[config.mk]
export PLATFORM = sky130hd
export DESIGN_NAME = display_source_ctrl
export DESIGN_NICKNAME = d
export VERILOG_FILES = /design/src/rtl/display_pkg.sv /design/src/rtl/select_debouncer.sv /design/src/rtl/display_source_ctrl.sv
export SDC_FILE = /design/constraint.sdc
export NUM_CORES = 1
export LEC_CHECK = 0
export BUFFER_PORTS_ARGS = -buffer_cell sky130_fd_sc_hd__buf_4
export CAP_MARGIN = 10
export CORE_MARGIN = 8
export CORE_UTILIZATION = 35
export DETAILED_ROUTE_END_ITERATION = 8
export SYNTH_ARGS = -nofsm -noshare
export SYNTH_HDL_FRONTEND = slang
export SYNTH_SLANG_ARGS = --single-unit
[constraint.sdc]
create_clock -name iCLK_50M -period 2.3 [get_ports iCLK_50M]
set_input_delay 0 -clock iCLK_50M [delete_from_list [all_inputs] [get_ports iCLK_50M]]
set_output_delay 0 -clock iCLK_50M [all_outputs]
set_load 0.005 [all_outputs]
[src/rtl/display_pkg.sv]
// Shared state type and constants for the display source controller.
package display_pkg;

  typedef enum logic [2:0] {
    StIdle,
    StWaitVb,
    StFadeOut,
    StSwap,
    StFadeIn
  } ctrl_state_t;

  localparam int unsigned NUM_SOURCES      = 8;
  localparam int unsigned SEL_W            = $clog2(NUM_SOURCES);
  localparam int unsigned H_ACTIVE         = 640;
  localparam int unsigned V_ACTIVE_DEFAULT = 480;
  localparam logic [7:0]  GAIN_FULL        = 8'hFF;

endpackage

[src/rtl/select_debouncer.sv]
// Two-flop synchronizer plus stability counter; a value is accepted only after
// DEBOUNCE_CYCLES consecutive identical synchronized samples.
module select_debouncer #(
  parameter int unsigned      WIDTH           = 3,
  parameter int unsigned      DEBOUNCE_CYCLES = 500000,
  parameter logic [WIDTH-1:0] RESET_VAL       = '0
) (
  input  logic             clk,
  input  logic             rst_n,
  input  logic [WIDTH-1:0] raw,
  output logic [WIDTH-1:0] accepted
);

  localparam int unsigned    CntW   = $clog2(DEBOUNCE_CYCLES + 1);
  localparam logic [CntW-1:0] CntMax = CntW'(DEBOUNCE_CYCLES);

  logic [WIDTH-1:0] sync1_q, sync2_q, cand_q, accepted_q;
  logic [CntW-1:0]  cnt_q, cnt_d;

  // cnt_d is the number of consecutive samples equal to sync2_q, saturating.
  always_comb begin
    cnt_d = cnt_q;
    if (sync2_q != cand_q) begin
      cnt_d = CntW'(1);
    end else if (cnt_q != CntMax) begin
      cnt_d = cnt_q + CntW'(1);
    end
  end

  always_ff @(posedge clk or negedge rst_n) begin
    if (!rst_n) begin
      sync1_q    <= RESET_VAL;
      sync2_q    <= RESET_VAL;
      cand_q     <= RESET_VAL;
      cnt_q      <= '0;
      accepted_q <= RESET_VAL;
    end else begin
      sync1_q <= raw;
      sync2_q <= sync1_q;
      cand_q  <= sync2_q;
      cnt_q   <= cnt_d;
      if (cnt_d == CntMax) begin
        accepted_q <= sync2_q;
      end
    end
  end

  assign accepted = accepted_q;

endmodule

[src/rtl/display_source_ctrl.sv]
// Defers VGA source changes to vertical blanking, optionally fading the gain around the swap.
// Fading is built only when DISPLAY_FADE_EN is defined; otherwise oGain is fixed at unity.
module display_source_ctrl
  import display_pkg::*;
#(
  parameter int unsigned DEBOUNCE_CYCLES = 500000,
  parameter int unsigned V_ACTIVE        = V_ACTIVE_DEFAULT,
  parameter int unsigned FADE_STEP       = 32,
  parameter logic [2:0]  RESET_SEL       = 3'd0
) (
  input  logic        iCLK_50M,
  input  logic        iRST_N,
  input  logic [2:0]  iSelect,
  input  logic [10:0] iCurrent_Y,
  output logic [2:0]  oSelect,
  output logic [7:0]  oGain,
  output logic        oBusy,
  output logic        oFrameTick
);

`ifdef DISPLAY_FADE_EN
  localparam bit FadeBuilt = 1'b1;
`else
  localparam bit FadeBuilt = 1'b0;
`endif

  logic [2:0]  accepted;
  logic        vb, vb_q, tick_q;
  ctrl_state_t state_q, state_d;
  logic [2:0]  sel_q, sel_d;

  select_debouncer #(
    .WIDTH          (SEL_W),
    .DEBOUNCE_CYCLES(DEBOUNCE_CYCLES),
    .RESET_VAL      (RESET_SEL)
  ) u_debouncer (
    .clk     (iCLK_50M),
    .rst_n   (iRST_N),
    .raw     (iSelect),
    .accepted(accepted)
  );

  assign vb = ({21'd0, iCurrent_Y} >= V_ACTIVE);

`ifdef DISPLAY_FADE_EN
  localparam logic [8:0] Step9 = 9'(FADE_STEP);

  logic [7:0] gain_q, gain_d, gain_dn, gain_up;
  logic [8:0] dn_wide, up_wide;

  // Ninth bit flags borrow/carry so the gain saturates instead of wrapping.
  assign dn_wide = {1'b0, gain_q} - Step9;
  assign up_wide = {1'b0, gain_q} + Step9;
  assign gain_dn = dn_wide[8] ? 8'd0 : dn_wide[7:0];
  assign gain_up = up_wide[8] ? GAIN_FULL : up_wide[7:0];

  always_ff @(posedge iCLK_50M or negedge iRST_N) begin
    if (!iRST_N) begin
      gain_q <= GAIN_FULL;
    end else begin
      gain_q <= gain_d;
    end
  end

  assign oGain = gain_q;
`else
  logic unused_fade_step;
  assign unused_fade_step = (FADE_STEP != 0);
  assign oGain = GAIN_FULL;
`endif

  always_ff @(posedge iCLK_50M or negedge iRST_N) begin
    if (!iRST_N) begin
      vb_q    <= 1'b0;
      tick_q  <= 1'b0;
      state_q <= StIdle;
      sel_q   <= RESET_SEL;
    end else begin
      vb_q    <= vb;
      tick_q  <= vb & ~vb_q;
      state_q <= state_d;
      sel_q   <= sel_d;
    end
  end

  always_comb begin
    state_d = state_q;
    sel_d   = sel_q;
`ifdef DISPLAY_FADE_EN
    gain_d  = gain_q;
`endif
    unique case (state_q)
      StIdle: begin
        if (accepted != sel_q) state_d = StWaitVb;
      end
      StWaitVb: begin
        if (tick_q) state_d = FadeBuilt ? StFadeOut : StSwap;
      end
`ifdef DISPLAY_FADE_EN
      StFadeOut: begin
        if (tick_q) begin
          gain_d = gain_dn;
          if (gain_dn == 8'd0) state_d = StSwap;
        end
      end
`endif
      StSwap: begin
        // Sampled here so the most recent debounced choice wins.
        sel_d   = accepted;
        state_d = FadeBuilt ? StFadeIn : StIdle;
      end
`ifdef DISPLAY_FADE_EN
      StFadeIn: begin
        if (tick_q) begin
          gain_d = gain_up;
          if (gain_up == GAIN_FULL) state_d = StIdle;
        end
      end
`endif
      default: state_d = StIdle;
    endcase
  end

  assign oSelect    = sel_q;
  assign oBusy      = (state_q != StIdle);
  assign oFrameTick = tick_q;

endmodule
# After elaboration in Yosys (flattened, before gate mapping)
# Index checks and enable logic that the tools add are counted.
totals:
  word_cells: 29
  register_bits: 39
  in_bits: 16
classes:
  n_eq_ne: 8
  muxes: 5
  order_cmp: 1
  n_addsub: 1
  n_reduce_logical: 3
  n_bitwise: 2
ops:
  columns: ["op", "count"]
  rows:
  - ["19-bit two-way mux", 2]
  - ["19-bit by 1-bit adder with 19-bit output, second input constant", 1]
  - ["19-bit == test, second input constant", 1]
  - ["19-bit inequality test, second input constant", 1]
  - ["11-bit by 9-bit >= comparator with 1-bit output, second input constant", 1]
  - ["3-bit two-way mux", 2]
  - ["3-bit inequality test", 2]
  - ["3-bit case mux with 2 select lines", 1]
  - ["2-bit inequality test, second input constant", 2]
  - ["3-bit by 1-bit == test with 1-bit output, second input constant", 1]
  - ["3-bit by 2-bit == test with 1-bit output, second input constant", 1]
  - ["3-bit logical NOT", 1]
  - ["3-bit nonzero test", 1]
  - ["2-bit AND reduction", 1]
  - ["1-bit AND", 1]
  - ["1-bit inverter", 1]

# Longest topological paths before layout
depth:
  ltp_word: 4
  mapped_depth: 8
  mapped_depth_nobuf: 8

# Cells and area by module
# A second synthesis with hierarchy kept.
hier_totals:
  hier_cells: 188
  area_unflattened_um2: 1956.9
by_module_without_submodules:
  columns: ["module", "seq_area_each_um2", "n_inst", "area_each_um2", "cells_each"]
  rows:
  - ["select_debouncer", 775.7, 1, 1595.3, 157]
  - ["display_source_ctrl", 175.2, 1, 361.6, 31]

# Least setup slack after synthesis
# OpenSTA, ideal clock, no wires.
synth_timing:
  kind: "flip-flop to flip-flop"
  from: "register u_debouncer.cnt_q[6]"
  to: "register u_debouncer.accepted_q[0], in the netlist u_debouncer.accepted[0]"
  arrival_ns: 2.327
  synth_period_minus_slack_ns: 2.454
  n_path_buf: 1
  path_stages_with_launch: 8
  setup_slack_ns: -0.154
  cell_sequence: "dfrtp_1 -> buf_6 -> or3_4 -> or3_1 -> or4_1 -> a211oi_2 -> nand4_2 -> mux2_1"
synth_between:
  elab_chain_cells: 4
  word_cells_on_any_way: 5
synth_lines:
  columns: ["element", "line_no", "text"]
  rows:
  - ["start: declaration", "select_debouncer.sv:18", "logic [CntW-1:0] cnt_q, cnt_d;"]
  - ["start signal: assignment", "select_debouncer.sv:41", "cnt_q <= cnt_d;"]
  - ["19-bit by 1-bit adder with 19-bit output / 19-bit inequality test (equally long branches)", "select_debouncer.sv:26, select_debouncer.sv:25", null]
  - ["19-bit two-way mux *", "select_debouncer.sv:25", "end else if (cnt_q != CntMax) begin"]
  - ["19-bit two-way mux *", "select_debouncer.sv:23", "if (sync2_q != cand_q) begin"]
  - ["19-bit == test *", "select_debouncer.sv:42", "if (cnt_d == CntMax) begin"]
  - ["end signal: assignment", "select_debouncer.sv:43", "accepted_q <= sync2_q;"]
  - ["end: declaration", "select_debouncer.sv:17", "logic [WIDTH-1:0] sync1_q, sync2_q, cand_q, accepted_q;"]
# Mark *: on every way between the ends. The rest lies on a longest branch, timed or not.
# A chain may end at the register's enable or synchronous reset.

# Worst setup path in the final report
layout_timing:
  from: "register u_debouncer.cnt_q[11]"
  to: "register u_debouncer.accepted_q[2], in the netlist u_debouncer.accepted[2]"
# The elaborated chain is that of the path after synthesis.

==> qor.json <==
{
  "pwr": {
    "leakage_nw": 1.08,
    "power.ir.vdd_worst_v": 0.000381,
    "totalPowerFinal_mw": 1.26,
    "power-per-cell-area_nw_per_um2": 520
  },
  "detailed_routing": {
    "viasPerCell": 4.76,
    "drtPass1Iterations": 4,
    "routedWlPerCell_um": 13.2,
    "routed_wirelength_um": 3970,
    "drt_first_iter_violations": 75,
    "vias": 1428,
    "ant_nets": 0,
    "drcViolationCount": 0
  },
  "die": {
    "floorplan.rows": 26,
    "count_of_boundary_i_o_pins": 29,
    "core_um2": 5140,
    "start_util": 0.365,
    "die-area_um2": 7970,
    "die_h_um": 89.3,
    "die-width_um": 89.3
  },
  "setup_path": {
    "criticalPathCategory": "reg2reg",
    "crit_required_ns": 2.47,
    "r2r-start": "u_debouncer.cnt_q[11]",
    "cp_max_fo": 3,
    "rrSetupSlack_ns": -0.17,
    "crit_path_cell_trace": "or3b_4 > or3_4 > or4_4 > a211oi_2 > nand4_2 > mux2_1",
    "cp-start-kind": "register",
    "critical-path-slowest-cell": "sky130_fd_sc_hd__or4_4",
    "worst_path_largest_cell_delay_ns": 0.42,
    "critical_path_arrival_ns": 2.64,
    "reg2reg_depth": 6,
    "cp-end-kind": "register",
    "r2r-end": "u_debouncer.accepted[2]"
  },
  "cts": {
    "clock_sinks": 38,
    "cts-root-buf": "sky130_fd_sc_hd__clkbuf_8",
    "clock_buffers_created_by_tritoncts": 5,
    "tritoncts": "built",
    "clk_path_buf_depth": 2,
    "clk_pin_slew_worst_paths_ns": 0.08,
    "clock_insertion_delay_worst_skew_ns": 0.29,
    "cts_max_level": 2
  },
  "min_path": {
    "destination_of_the_worst_hold_path": "oFrameTick",
    "timing.hold.worst.class": "in2reg",
    "min-delay-start": "iCurrent_Y[6]",
    "hold_path_depth": 3
  },
  "logic_synthesis": {
    "netlist_top_cells_area": "sky130_fd_sc_hd__dfrtp_1 51%, sky130_fd_sc_hd__xnor2_1 7.0%, sky130_fd_sc_hd__nor2_1 4.4%",
    "synth.lib_cells_used.distinct": 39,
    "post-synth-top-area-cell": "sky130_fd_sc_hd__dfrtp_1",
    "seq_area_frac_synth": 0.506,
    "postSynthRegisterBits": 38,
    "synth_edf_count": 0,
    "synth_top_area_share": 0.506,
    "yosys_warnings": 0,
    "flip_flop_cell_with_the_highest_count_after_synthesis": "sky130_fd_sc_hd__dfrtp_1",
    "synth.avg_cell_area_um2": 10.6,
    "synthCells": 177,
    "async_flop_share": 1.00,
    "syn_area_um2": 1880
  },
  "final_layout": {
    "fin_util": 0.472,
    "filler_cell_count": 527,
    "syn2layout_area_growth_pct": 29.3,
    "final-instance-count-excl-fill": 300,
    "most-common-layout-cells": "44 x sky130_fd_sc_hd__buf_4, 38 x sky130_fd_sc_hd__dfrtp_1, 22 x sky130_fd_sc_hd__nor2_1",
    "postLayoutCellArea_um2": 2430,
    "num-nets-final": 247,
    "mostFrequentLayoutCell": "sky130_fd_sc_hd__buf_4",
    "number_of_diodes": 0,
    "drive_gt1_frac": 0.287
  },
  "sta": {
    "timing.final.crit_share": 1.08,
    "timing.clock.skew_ns": 0.00988,
    "report.final.hold_viol_count": 0,
    "rsz_0062_raised_after_global_routing": "true",
    "max_clock_freq_ghz": 0.404,
    "final_max_slew_viol_count": 0,
    "timing.setup.tns_ns": -0.488,
    "slack_of_the_critical_path_ns": -0.173,
    "timing.final.setup_violations": 3,
    "fin_crit_ns": 2.47,
    "holdWs_ns": 0.0135
  },
  "placed_design": {
    "place.port_buffers": 15,
    "gpl.final_weighted_congestion": 0.859,
    "dpl.cell_count": 282,
    "placed_cell_area_um2": 2220,
    "dpl_worst_slack_ns": -0.117,
    "dp.final_hpwl_um": 2870
  },
  "outcome": {
    "failed_checks": "negative setup slack",
    "status": "finished with violations"
  },
  "global_routing": {
    "number_of_antenna_violations_at_the_first_check_in_global_routing": 0,
    "overall_global_routing_resource_usage": 0.114,
    "grt_max_degree": 39,
    "grt_pass1_wl_um": 6960,
    "grt_pass1_vias": 1447,
    "globalRouteOverflowTotal": 0
  },
  "run": {
    "max_cap_viol_count": 0
  }
}
registers in the layout, indices dropped and copies added, names as in the netlist:
| name | cells |
|---|---|
| u_debouncer.cnt_q | 19 |
| oSelect | 3 |
| u_debouncer.accepted | 3 |
| u_debouncer.cand_q | 3 |
| u_debouncer.sync1_q | 3 |
| u_debouncer.sync2_q | 3 |
| state_q | 2 |
| oFrameTick | 1 |
| vb_q | 1 |
cells in the mapped netlist (2+ instances only):
cell	count
sky130_fd_sc_hd__buf_4	8
sky130_fd_sc_hd__inv_1	3
sky130_fd_sc_hd__dfrtp_1	38
sky130_fd_sc_hd__nand4b_1	2
sky130_fd_sc_hd__or3_1	2
sky130_fd_sc_hd__xnor2_1	15
sky130_fd_sc_hd__nand4_1	5
sky130_fd_sc_hd__nor3_1	2
sky130_fd_sc_hd__clkbuf_1	5
sky130_fd_sc_hd__mux2_2	4
sky130_fd_sc_hd__or4_1	2
sky130_fd_sc_hd__nand2b_1	3
sky130_fd_sc_hd__ha_1	2
sky130_fd_sc_hd__a21oi_1	3
sky130_fd_sc_hd__mux2_1	3
sky130_fd_sc_hd__nand3_1	10
sky130_fd_sc_hd__nor2b_1	2
sky130_fd_sc_hd__nor2_1	22
sky130_fd_sc_hd__nor4_1	9
sky130_fd_sc_hd__xor2_1	8
sky130_fd_sc_hd__nand2_1	10
sky130_fd_sc_hd__o21ai_0	2
report_power, final:
group | switching [mW] | leakage, nW | total, mW | internal (mW)
registers | 0.00897 | 0.501 | 0.690 | 0.681
clock network | 0.240 | 0.0472 | 0.481 | 0.241
logic | 0.0461 | 0.528 | 0.0919 | 0.0458
cell families (layout without fill, tap and decap cells):
logic type | after synthesis | after routing | share of synthesized area
AND/OR/NAND/NOR | 78 | 78 | 0.230
flip-flops | 38 | 38 | 0.506
XOR/XNOR | 23 | 23 | 0.107
buffers and inverters | 17 | 63 | 0.0540
AO/OA/AOI/OAI | 10 | 10 | 0.0400
multiplexers | 8 | 8 | 0.0473
adder cells (fa/ha/maj) | 2 | 2 | 0.0133
other | 1 | 8 | 0.00200
cell type report:
class / instances / area (um^2) / area share
tap: 70 / 87.6 / 0.0361
inverter: 3 / 11.3 / 0.00464
sequential: 38 / 951 / 0.392
clock buffer: 6 / 82.6 / 0.0340
clock inverter: 2 / 12.5 / 0.00515
multi-input combinational: 129 / 873 / 0.360
timing repair buffer: 52 / 410 / 0.169
routing by layer:
metal / GRT usage / up-vias / share of wire
met5: 0 / - / 0
met4: 0.0347 / 0 / 0.011
met3: 0.0368 / 5 / 0.059
met2: 0.188 / 29 / 0.48
met1: 0.137 / 688 / 0.45
li1: - / 706 / -
worst max path at each step:
| stage | startpoint | endpoint | slack (ns) | cells after the start |
|---|---|---|---|---|
| 6_report | u_debouncer.cnt_q[11] | u_debouncer.accepted[2] | -0.17 | 6 |
| 5_1_grt | u_debouncer.cnt_q[11] | u_debouncer.accepted[2] | -0.27 | 6 |
| 4_1_cts | u_debouncer.cnt_q[11] | u_debouncer.accepted[2] | -0.14 | 6 |
| 2_1_floorplan | u_debouncer.cnt_q[6] | u_debouncer.accepted[0] | -0.1 | 7 |
| 3_3_place_gp | u_debouncer.cnt_q[11] | u_debouncer.accepted[2] | -0.09 | 6 |
| 3_5_place_dp | u_debouncer.cnt_q[11] | u_debouncer.accepted[0] | -0.12 | 6 |
critical path: cells and delay by family (launching register included):
family	cells	cell delay, ns
compound gates	1	0.22
flops	1	0.39
mux	1	0.35
simple gates	4	1.40
timing repair:
| action | in CTS | in global routing |
|---|---|---|
| buffers inserted | 1 | 1 |
| resized for setup | 3 | 2 |
| endpoints found under the hold margin | 43 | 0 |
| hold buffers | 8 | 0 |
| pin swaps | 0 | 1 |
| setup endpoints to repair | 3 | 3 |
No activity file was read; power rests on OpenSTA's default activity.
